==> src/rtl/adc_spi_sampler.sv <==
// Sample-rate timer plus MCP3002-style SPI reader: one 10-bit conversion per
// sample period, presented as offset-binary data_out with a data_valid pulse.
module adc_spi_sampler #(
    parameter int unsigned CLK_DIV    = 25,
    parameter int unsigned SAMPLE_DIV = 5000,
    parameter int unsigned CHANNEL    = 0
) (
    input  logic       sysclk,
    input  logic       rst_n,
    input  logic       adc_dout,
    output logic       adc_cs,
    output logic       adc_sck,
    output logic       adc_din,
    output logic [9:0] data_out,
    output logic       data_valid,
    output logic       overrun
);

    localparam int unsigned DATA_W    = 10;
    localparam int unsigned DIV_W     = $clog2(CLK_DIV + 1);
    localparam int unsigned TMR_W     = $clog2(SAMPLE_DIV + 1);
    localparam int unsigned HALF_W    = 6;
    localparam int unsigned EDGE_W    = 5;
    localparam int unsigned LAST_HALF = 32;
    localparam logic        CH_BIT    = (CHANNEL != 0);

    typedef enum logic [1:0] {
        IDLE,
        SETUP,
        SHIFT,
        DONE
    } state_t;

    state_t              state, state_n;
    logic [TMR_W-1:0]    timer;
    logic [DIV_W-1:0]    div_cnt, div_n;
    logic [HALF_W-1:0]   half_cnt, half_n, half_inc;
    logic [EDGE_W-1:0]   edge_idx;
    logic [DATA_W-1:0]   shreg, shreg_n, data_out_n;
    logic                cs_n, sck_n, din_n, valid_n, overrun_n;
    logic                tick, div_end;

    assign tick     = (timer == TMR_W'(SAMPLE_DIV - 1));
    assign div_end  = (div_cnt == DIV_W'(CLK_DIV - 1));
    assign half_inc = half_cnt + HALF_W'(1);
    // SCK edge number entered by half_inc: odd halves are rising, even falling.
    assign edge_idx = half_inc[5:1] + EDGE_W'(half_inc[0]);

    // Free-running sample timer; unaffected by the frame state.
    always_ff @(posedge sysclk or negedge rst_n) begin
        if (!rst_n) begin
            timer <= '0;
        end else if (tick) begin
            timer <= '0;
        end else begin
            timer <= timer + TMR_W'(1);
        end
    end

    always_ff @(posedge sysclk or negedge rst_n) begin
        if (!rst_n) begin
            state      <= IDLE;
            div_cnt    <= '0;
            half_cnt   <= '0;
            adc_cs     <= 1'b1;
            adc_sck    <= 1'b0;
            adc_din    <= 1'b0;
            shreg      <= '0;
            data_out   <= DATA_W'(512);
            data_valid <= 1'b0;
            overrun    <= 1'b0;
        end else begin
            state      <= state_n;
            div_cnt    <= div_n;
            half_cnt   <= half_n;
            adc_cs     <= cs_n;
            adc_sck    <= sck_n;
            adc_din    <= din_n;
            shreg      <= shreg_n;
            data_out   <= data_out_n;
            data_valid <= valid_n;
            overrun    <= overrun_n;
        end
    end

    always_comb begin
        state_n    = state;
        div_n      = div_cnt;
        half_n     = half_cnt;
        cs_n       = adc_cs;
        sck_n      = adc_sck;
        din_n      = adc_din;
        shreg_n    = shreg;
        data_out_n = data_out;
        valid_n    = 1'b0;
        overrun_n  = overrun;

        if (tick && (state != IDLE)) begin
            overrun_n = 1'b1;
        end

        case (state)
            IDLE: begin
                if (tick) begin
                    state_n = SETUP;
                    cs_n    = 1'b0;
                    din_n   = 1'b1;
                    div_n   = '0;
                    half_n  = '0;
                end
            end
            SETUP: begin
                if (div_end) begin
                    state_n = SHIFT;
                    div_n   = '0;
                    half_n  = HALF_W'(1);
                    sck_n   = 1'b1;
                end else begin
                    div_n = div_cnt + DIV_W'(1);
                end
            end
            SHIFT: begin
                if (!div_end) begin
                    div_n = div_cnt + DIV_W'(1);
                end else if (half_cnt == HALF_W'(LAST_HALF)) begin
                    // Tail half-period after the 16th falling edge closes the frame.
                    state_n    = DONE;
                    div_n      = '0;
                    cs_n       = 1'b1;
                    din_n      = 1'b0;
                    data_out_n = shreg;
                    valid_n    = 1'b1;
                end else begin
                    div_n  = '0;
                    half_n = half_inc;
                    sck_n  = half_inc[0];
                    if (half_inc[0]) begin
                        if ((edge_idx >= EDGE_W'(6)) && (edge_idx <= EDGE_W'(15))) begin
                            shreg_n = {shreg[DATA_W-2:0], adc_dout};
                        end
                    end else begin
                        case (edge_idx)
                            EDGE_W'(1): din_n = 1'b1;
                            EDGE_W'(2): din_n = CH_BIT;
                            EDGE_W'(3): din_n = 1'b1;
                            default:    din_n = 1'b0;
                        endcase
                    end
                end
            end
            DONE: begin
                state_n = IDLE;
            end
            default: begin
                state_n = IDLE;
            end
        endcase
    end

endmodule

==> config.mk <==
export PLATFORM = sky130hd
export DESIGN_NAME = adc_spi_sampler
export DESIGN_NICKNAME = d
export VERILOG_FILES = /design/src/rtl/adc_spi_sampler.sv
export SDC_FILE = /design/constraint.sdc
export NUM_CORES = 1
export LEC_CHECK = 0
export BUFFER_PORTS_ARGS = -buffer_cell sky130_fd_sc_hd__buf_2
export CORE_MARGIN = 5
export CORE_UTILIZATION = 55
export CTS_CLUSTER_DIAMETER = 50
export DETAILED_ROUTE_END_ITERATION = 12
export GPL_TIMING_DRIVEN = 0
export PLACE_DENSITY = 0.83
export SLEW_MARGIN = 15
export SYNTH_ARGS = -nofsm -noshare
export SYNTH_HDL_FRONTEND = slang
export SYNTH_SLANG_ARGS = --single-unit
export TNS_END_PERCENT = 30
==> constraint.sdc <==
create_clock -name sysclk -period 4.5 [get_ports sysclk]
set_clock_uncertainty 0.15 [all_clocks]
set_input_delay 0.225 -clock sysclk [delete_from_list [all_inputs] [get_ports sysclk]]
set_output_delay 0.225 -clock sysclk [all_outputs]
set_load 0.01 [all_outputs]
Word-level counts from Yosys, hierarchy flattened

Cells that the tools add are included.
Widths: inputs -> output; s select.

Bits in registers: 51
Memories kept: 0
ROM bits: 0
Bits in latches: 0
Input bits: 3
Bits in writable memories: 0
Word-level logic and storage cells: 81
Output and inout port bits: 15

Bitwise logic cells: 1
Equality and inequality tests: 14
Magnitude comparators: 2
Divide/modulo/power cells: 0
$mul: 0
Shift-type cells: 0
$add $sub $neg: 4
Reduce and logical (&&, ||, !) cells: 18
Mux-type cells: 31

Operator list:

| operator              | count |
|---|---|
| $mux 6                | 4 |
| $pmux 6 s3            | 1 |
| $reduce_and 4->1      | 4 |
| $mux 1                | 14 |
| $add 13x1->13 const B | 1 |
| $eq 13x13->1 const B  | 1 |
| $mux 13               | 1 |
| $mux 5                | 2 |
| $ne 2x2->1 const B    | 5 |
| $pmux 5 s2            | 1 |
| $reduce_and 5->1      | 2 |
| $mux 2                | 4 |
| $pmux 2 s4            | 1 |
| $reduce_bool 2->1     | 4 |
| $add 6x1->6 const B   | 1 |
| $eq 6x6->1 const B    | 1 |
| $pmux 1 s2            | 3 |
| $add 5x1->5           | 1 |
| $add 5x1->5 const B   | 1 |
| $eq 5x1->1 const B    | 1 |
| $eq 5x2->1 const B    | 1 |
| $eq 5x5->1 const B    | 1 |
| $ge 5x3->1 const B    | 1 |
| $le 5x4->1 const B    | 1 |
| other kinds (10)      | 13 |

Longest topological paths before layout

Depth after elaboration: 9
Mapped depth: 8
Gate-level depth less buffers: 7

Worst setup path before layout

OpenSTA, ideal clock, no wires.

Path type: register to register
From: register timer[10]
To: register half_cnt[0]
Cell stages (with the launch flop): 6
Library setup time: 0.083 ns
Period minus slack after synthesis: 2.362 ns
Setup slack: 2.138 ns
Arrival time: 2.129 ns
Data required time: 4.267 ns
Buffers on the path: 0
Cells stage by stage: dfrtp_1 or4b_4 o41ai_4 and3b_2 mux2_1 o21ai_0

Longest elaborated chain between the ends: 3

RTL lines:

| item                              | line | source |
|---|---|---|
| start, declared                   | 35   | `logic [TMR_W-1:0] timer;` |
| start signal, assigned            | 56   | `timer <= timer + TMR_W'(1);` |
| $eq 13x13->1                      | 43   | `assign tick = (timer == TMR_W'(SAMPLE_DIV - 1));` |
| $ne 2x2->1 (no source line)       | --   |  |
| $reduce_and 5->1 (no source line) | --   |  |
| end signal, assigned              | 75   | `half_cnt <= half_n;` |
| end, declared                     | 37   | `logic [HALF_W-1:0] half_cnt, half_n, half_inc;` |

Every way passes these cells.
A chain may end at the register's enable or synchronous reset.

Worst setup path after layout

Same ends and word-level chain as after synthesis.

==> reports/metrics.yaml <==
status:
  status: "completed"
final_layout:
  diodes: 0
  drive_gt1_share_pct: 22.0
  multi_input_area_sq_mm: 0.00128
  fillers: 380
  finalNonFillerCells: 313
  syn2layout_area_growth_pct: 10.4
  area.sequential_sq_mm: 0.00128
  final_nets: 275
worst_setup_path:
  cpMaxStageDelayCell: "or4b_4"
  path_cells: "or4b_4 > o41ai_4 > and3b_2 > mux2_1 > o21ai_0"
  cp_max_fo: 9
  endpoint: "half_cnt[0]"
  critPathArrivalTime_ns: 2.72
  path_buf_inv: 0
  critPathKind: "reg -> reg"
  path_depth: 5
  start_kind: "register"
  crit_family: "simple AND/OR/NAND/NOR gates"
  r2r_slack_ns: 1.84
  max_stage_delay_ns: 0.58
  required_ns: 4.57
  r2r-end: "half_cnt[0]"
  worstSetupEndpointType: "register"
  reg2regPathDepth: 5
  reg2reg_from: "timer[10]"
  crit_path_start: "timer[10]"
synthesis:
  synth_top_family_by_area: "simple AND/OR/NAND/NOR gates"
  synth-xor-area-share_pct: 3.69
  ys_warn_count: 0
  synth-seq-cells: 51
  ys.flop_type: "dfrtp_1"
  ys_async_sr_fraction_pct: 100
  synth_fa_ha_area_share_pct: 6.70
  ys_types: 50
  yosysTopAreaCell: "dfrtp_1"
  yosys-top-cells-area: "dfrtp_1 47%, mux2_2 9.1%, ha_1 6.7%"
  synthSimpleGateAreaFrac_pct: 14.9
  avgSynthCellArea_sq_um: 11.3
  ys_seq_area_share_pct: 48.9
  synth_nets: 249
  syn_area_sq_mm: 0.00261
  synth_edf_count: 0
  synthMuxAreaShare_pct: 9.48
  synth_compound_area_share_pct: 14.2
  syn_inst: 232
  synth_top_area_share_pct: 46.9
floorplanning:
  dieArea_sq_mm: 0.00623
  floorplan.rows: 25
  start_util_pct: 56.1
  die_w_microns: 78.9
  num_io_pins: 18
  fp.dieH_microns: 78.9
  core_area_sq_mm: 0.00466
clock_network:
  hold_buffers: 1
  cts_setup_buffers: 0
  cts_inserted_buffers: 5
  clockRootBuffer: "clkbuf_8"
  htree_levels: 2
  cts_max_path_buffers: 2
  cts_sinks: 51
  clkLatencyLatePin_ns: 0.30
  clkTransAtPathRegs_ns: 0.09
  cts_tree: "built"
  post_cts_resized: 0
grt:
  grt_pass1_wl_mm: 8.85
  antenna_found_initial: 0
  grt.overflow.total: 0
  grt_max_degree: 52
  grt_usage_pct: 17.7
  grt_pass1_vias: 1905
sta:
  setup_viol: 0
  tns_ns: 0
  max_slew_margin_pct: 44.8
  fmax_mhz: 376
  maxSlewViolCount: 0
  worstMarginPinSlew_ns: 0.822
  fin_crit_sh_pct: 59.0
  rsz0062_at_grt: "false"
  report.final.hold_viol_count: 0
  period_minus_slack_ns: 2.66
power_and_ir_drop:
  p_comb_share_pct: 1.5
  power_frac_clock_pct: 36.5
  powerDensity_mw_per_mm2: 257
  p_int_uw: 575
  p_sw_uw: 165
  p_seq_share_pct: 62.0
  vdd.ir_drop.worst_mv: 0.247
  p_leak_nw: 1.44
  p_sw_share_pct: 22.3
routing:
  drc: 0
  wirelength_mm: 4.95
  dr.first_iter.drc_count: 109
  via_count: 1883
  routed_via_density: 6.02
  drt_pass1_iterations: 4
  drtAntennaViolNets: 0
  routedWlPerCell_microns: 15.8
place:
  dp_cells: 303
  place_congestion: 0.830
  dp_hpwl_mm: 3.56
  io_buffers: 17
flow_run:
  cap_violations: 0
hold_path:
  hold_class: "in -> async"
[synth_stat cells (2+ instances only)]
cell type	number
dfrtp_1	49
mux2_2	21
nand2_1	19
o21ai_0	17
ha_1	14
nor2_1	12
a21oi_1	10
inv_1	10
nand3_1	8
xor2_1	8
nand4_1	6
and3_1	4
and2_1	3
clkbuf_1	3
xnor2_1	3
a21o_1	2
a41oi_1	2
and4_1	2
dfstp_2	2
nand4b_1	2
nor2b_1	2
o21a_1	2
o22ai_1	2
o31ai_1	2
or3_1	2
[cells in the final DEF (no fill, tap or decap), drive strengths merged, types with 2 or more instances in the layout]
| cell type | Yosys | layout |
|---|---|---|
| nand2 | 19 | 19 |
| o41ai | 2 | 2 |
| o22ai | 2 | 2 |
| or3 | 2 | 2 |
| o221ai | 2 | 2 |
| nand4 | 6 | 6 |
| xnor2 | 3 | 3 |
| nand4b | 2 | 2 |
| dfstp | 2 | 2 |
| nor2 | 12 | 12 |
| a41oi | 2 | 2 |
| clkbuf | 3 | 8 |
| nand3 | 8 | 8 |
| nor2b | 2 | 2 |
| and2 | 3 | 3 |
| o21ai | 17 | 17 |
| and3 | 4 | 4 |
| dfrtp | 49 | 49 |
| a21o | 2 | 2 |
| a21oi | 10 | 10 |
| inv | 10 | 11 |
| dlygate4sd3 | 0 | 2 |
| nand3b | 2 | 2 |
| ha | 14 | 14 |
| and4 | 2 | 2 |
| o31ai | 2 | 2 |
| buf | 1 | 18 |
| xor2 | 8 | 8 |
| and3b | 2 | 2 |
| mux2 | 22 | 22 |
| o21a | 2 | 2 |
[layout make-up]
cell class,instances,area share (%)
clock buffer,5,2.39
timing repair buffer,19,3.73
multi-input combinational,167,44.4
clock inverter,3,0.954
buffer,4,0.564
inverter,10,1.30
tap,54,2.34
sequential,51,44.3
[per-layer routing]
layer  share of wire [%]  global-route usage [%]  vias up
met3                 4.1                    3.74        4
met5                   0                       0        -
met4                0.77                    4.64        0
met2                  51                    29.7       48
met1                  44                    23.5      935
li1                    -                       -      896
[worst min-delay path by stage]
| stage | from | endpoint | slack [ns] |
|---|---|---|---|
| 3_3_place_gp | overrun | overrun | 0.29 |
| 6_report | rst_n | timer[10] | 0.33 |
| 5_1_grt | timer[6] | timer[6] | 0.38 |
| 4_1_cts | rst_n | timer[10] | 0.01 |
| 3_5_place_dp | adc_dout | shreg[0] | 0.32 |
| 2_1_floorplan | rst_n | adc_din | -0.22 |
[state kept, by name (all words and copies together), names as in the netlist]
| signal | count |
|---|---|
| timer | 13 |
| data_out | 10 |
| shreg | 10 |
| half_cnt | 6 |
| div_cnt | 5 |
| state | 2 |
| adc_cs | 1 |
| adc_din | 1 |
| adc_sck | 1 |
| data_valid | 1 |
| overrun | 1 |
[per-stage QoR]
stage	hold slack (ns)	total power [mW]	area, sq um	utilization [%]	worst slack, ns
3_3_place_gp	0.288	0.478	2770	59.3	1.92
4_1_cts	0.0118	0.750	2870	61.6	1.84
2_1_floorplan	-0.221	0.468	2610	-	2.14
6_report	0.330	0.740	2880	61.9	1.84
5_1_grt	0.377	0.772	2880	61.9	1.73
3_5_place_dp	0.316	0.478	2770	59.3	1.87
[kinds of logic after synthesis]
group	count (synthesis)
AOI/OAI and AO/OA	50
xor gates and xnor gates	11
adders and majority gates	14
buffers and inverters	14
DFF	51
muxes	22
and+or+nand+nor	70
[power groups by stage]
stage          Sequential, mW  Clock (mW)  Combinational (mW)
6_report                0.459       0.270              0.0110
5_1_grt                 0.459       0.300              0.0133
4_1_cts                 0.459       0.281              0.0109
3_5_place_dp            0.468           0              0.0103
3_3_place_gp            0.468           0              0.0100
2_1_floorplan           0.468           0            0.000412
(Power assumes the default switching activity.)
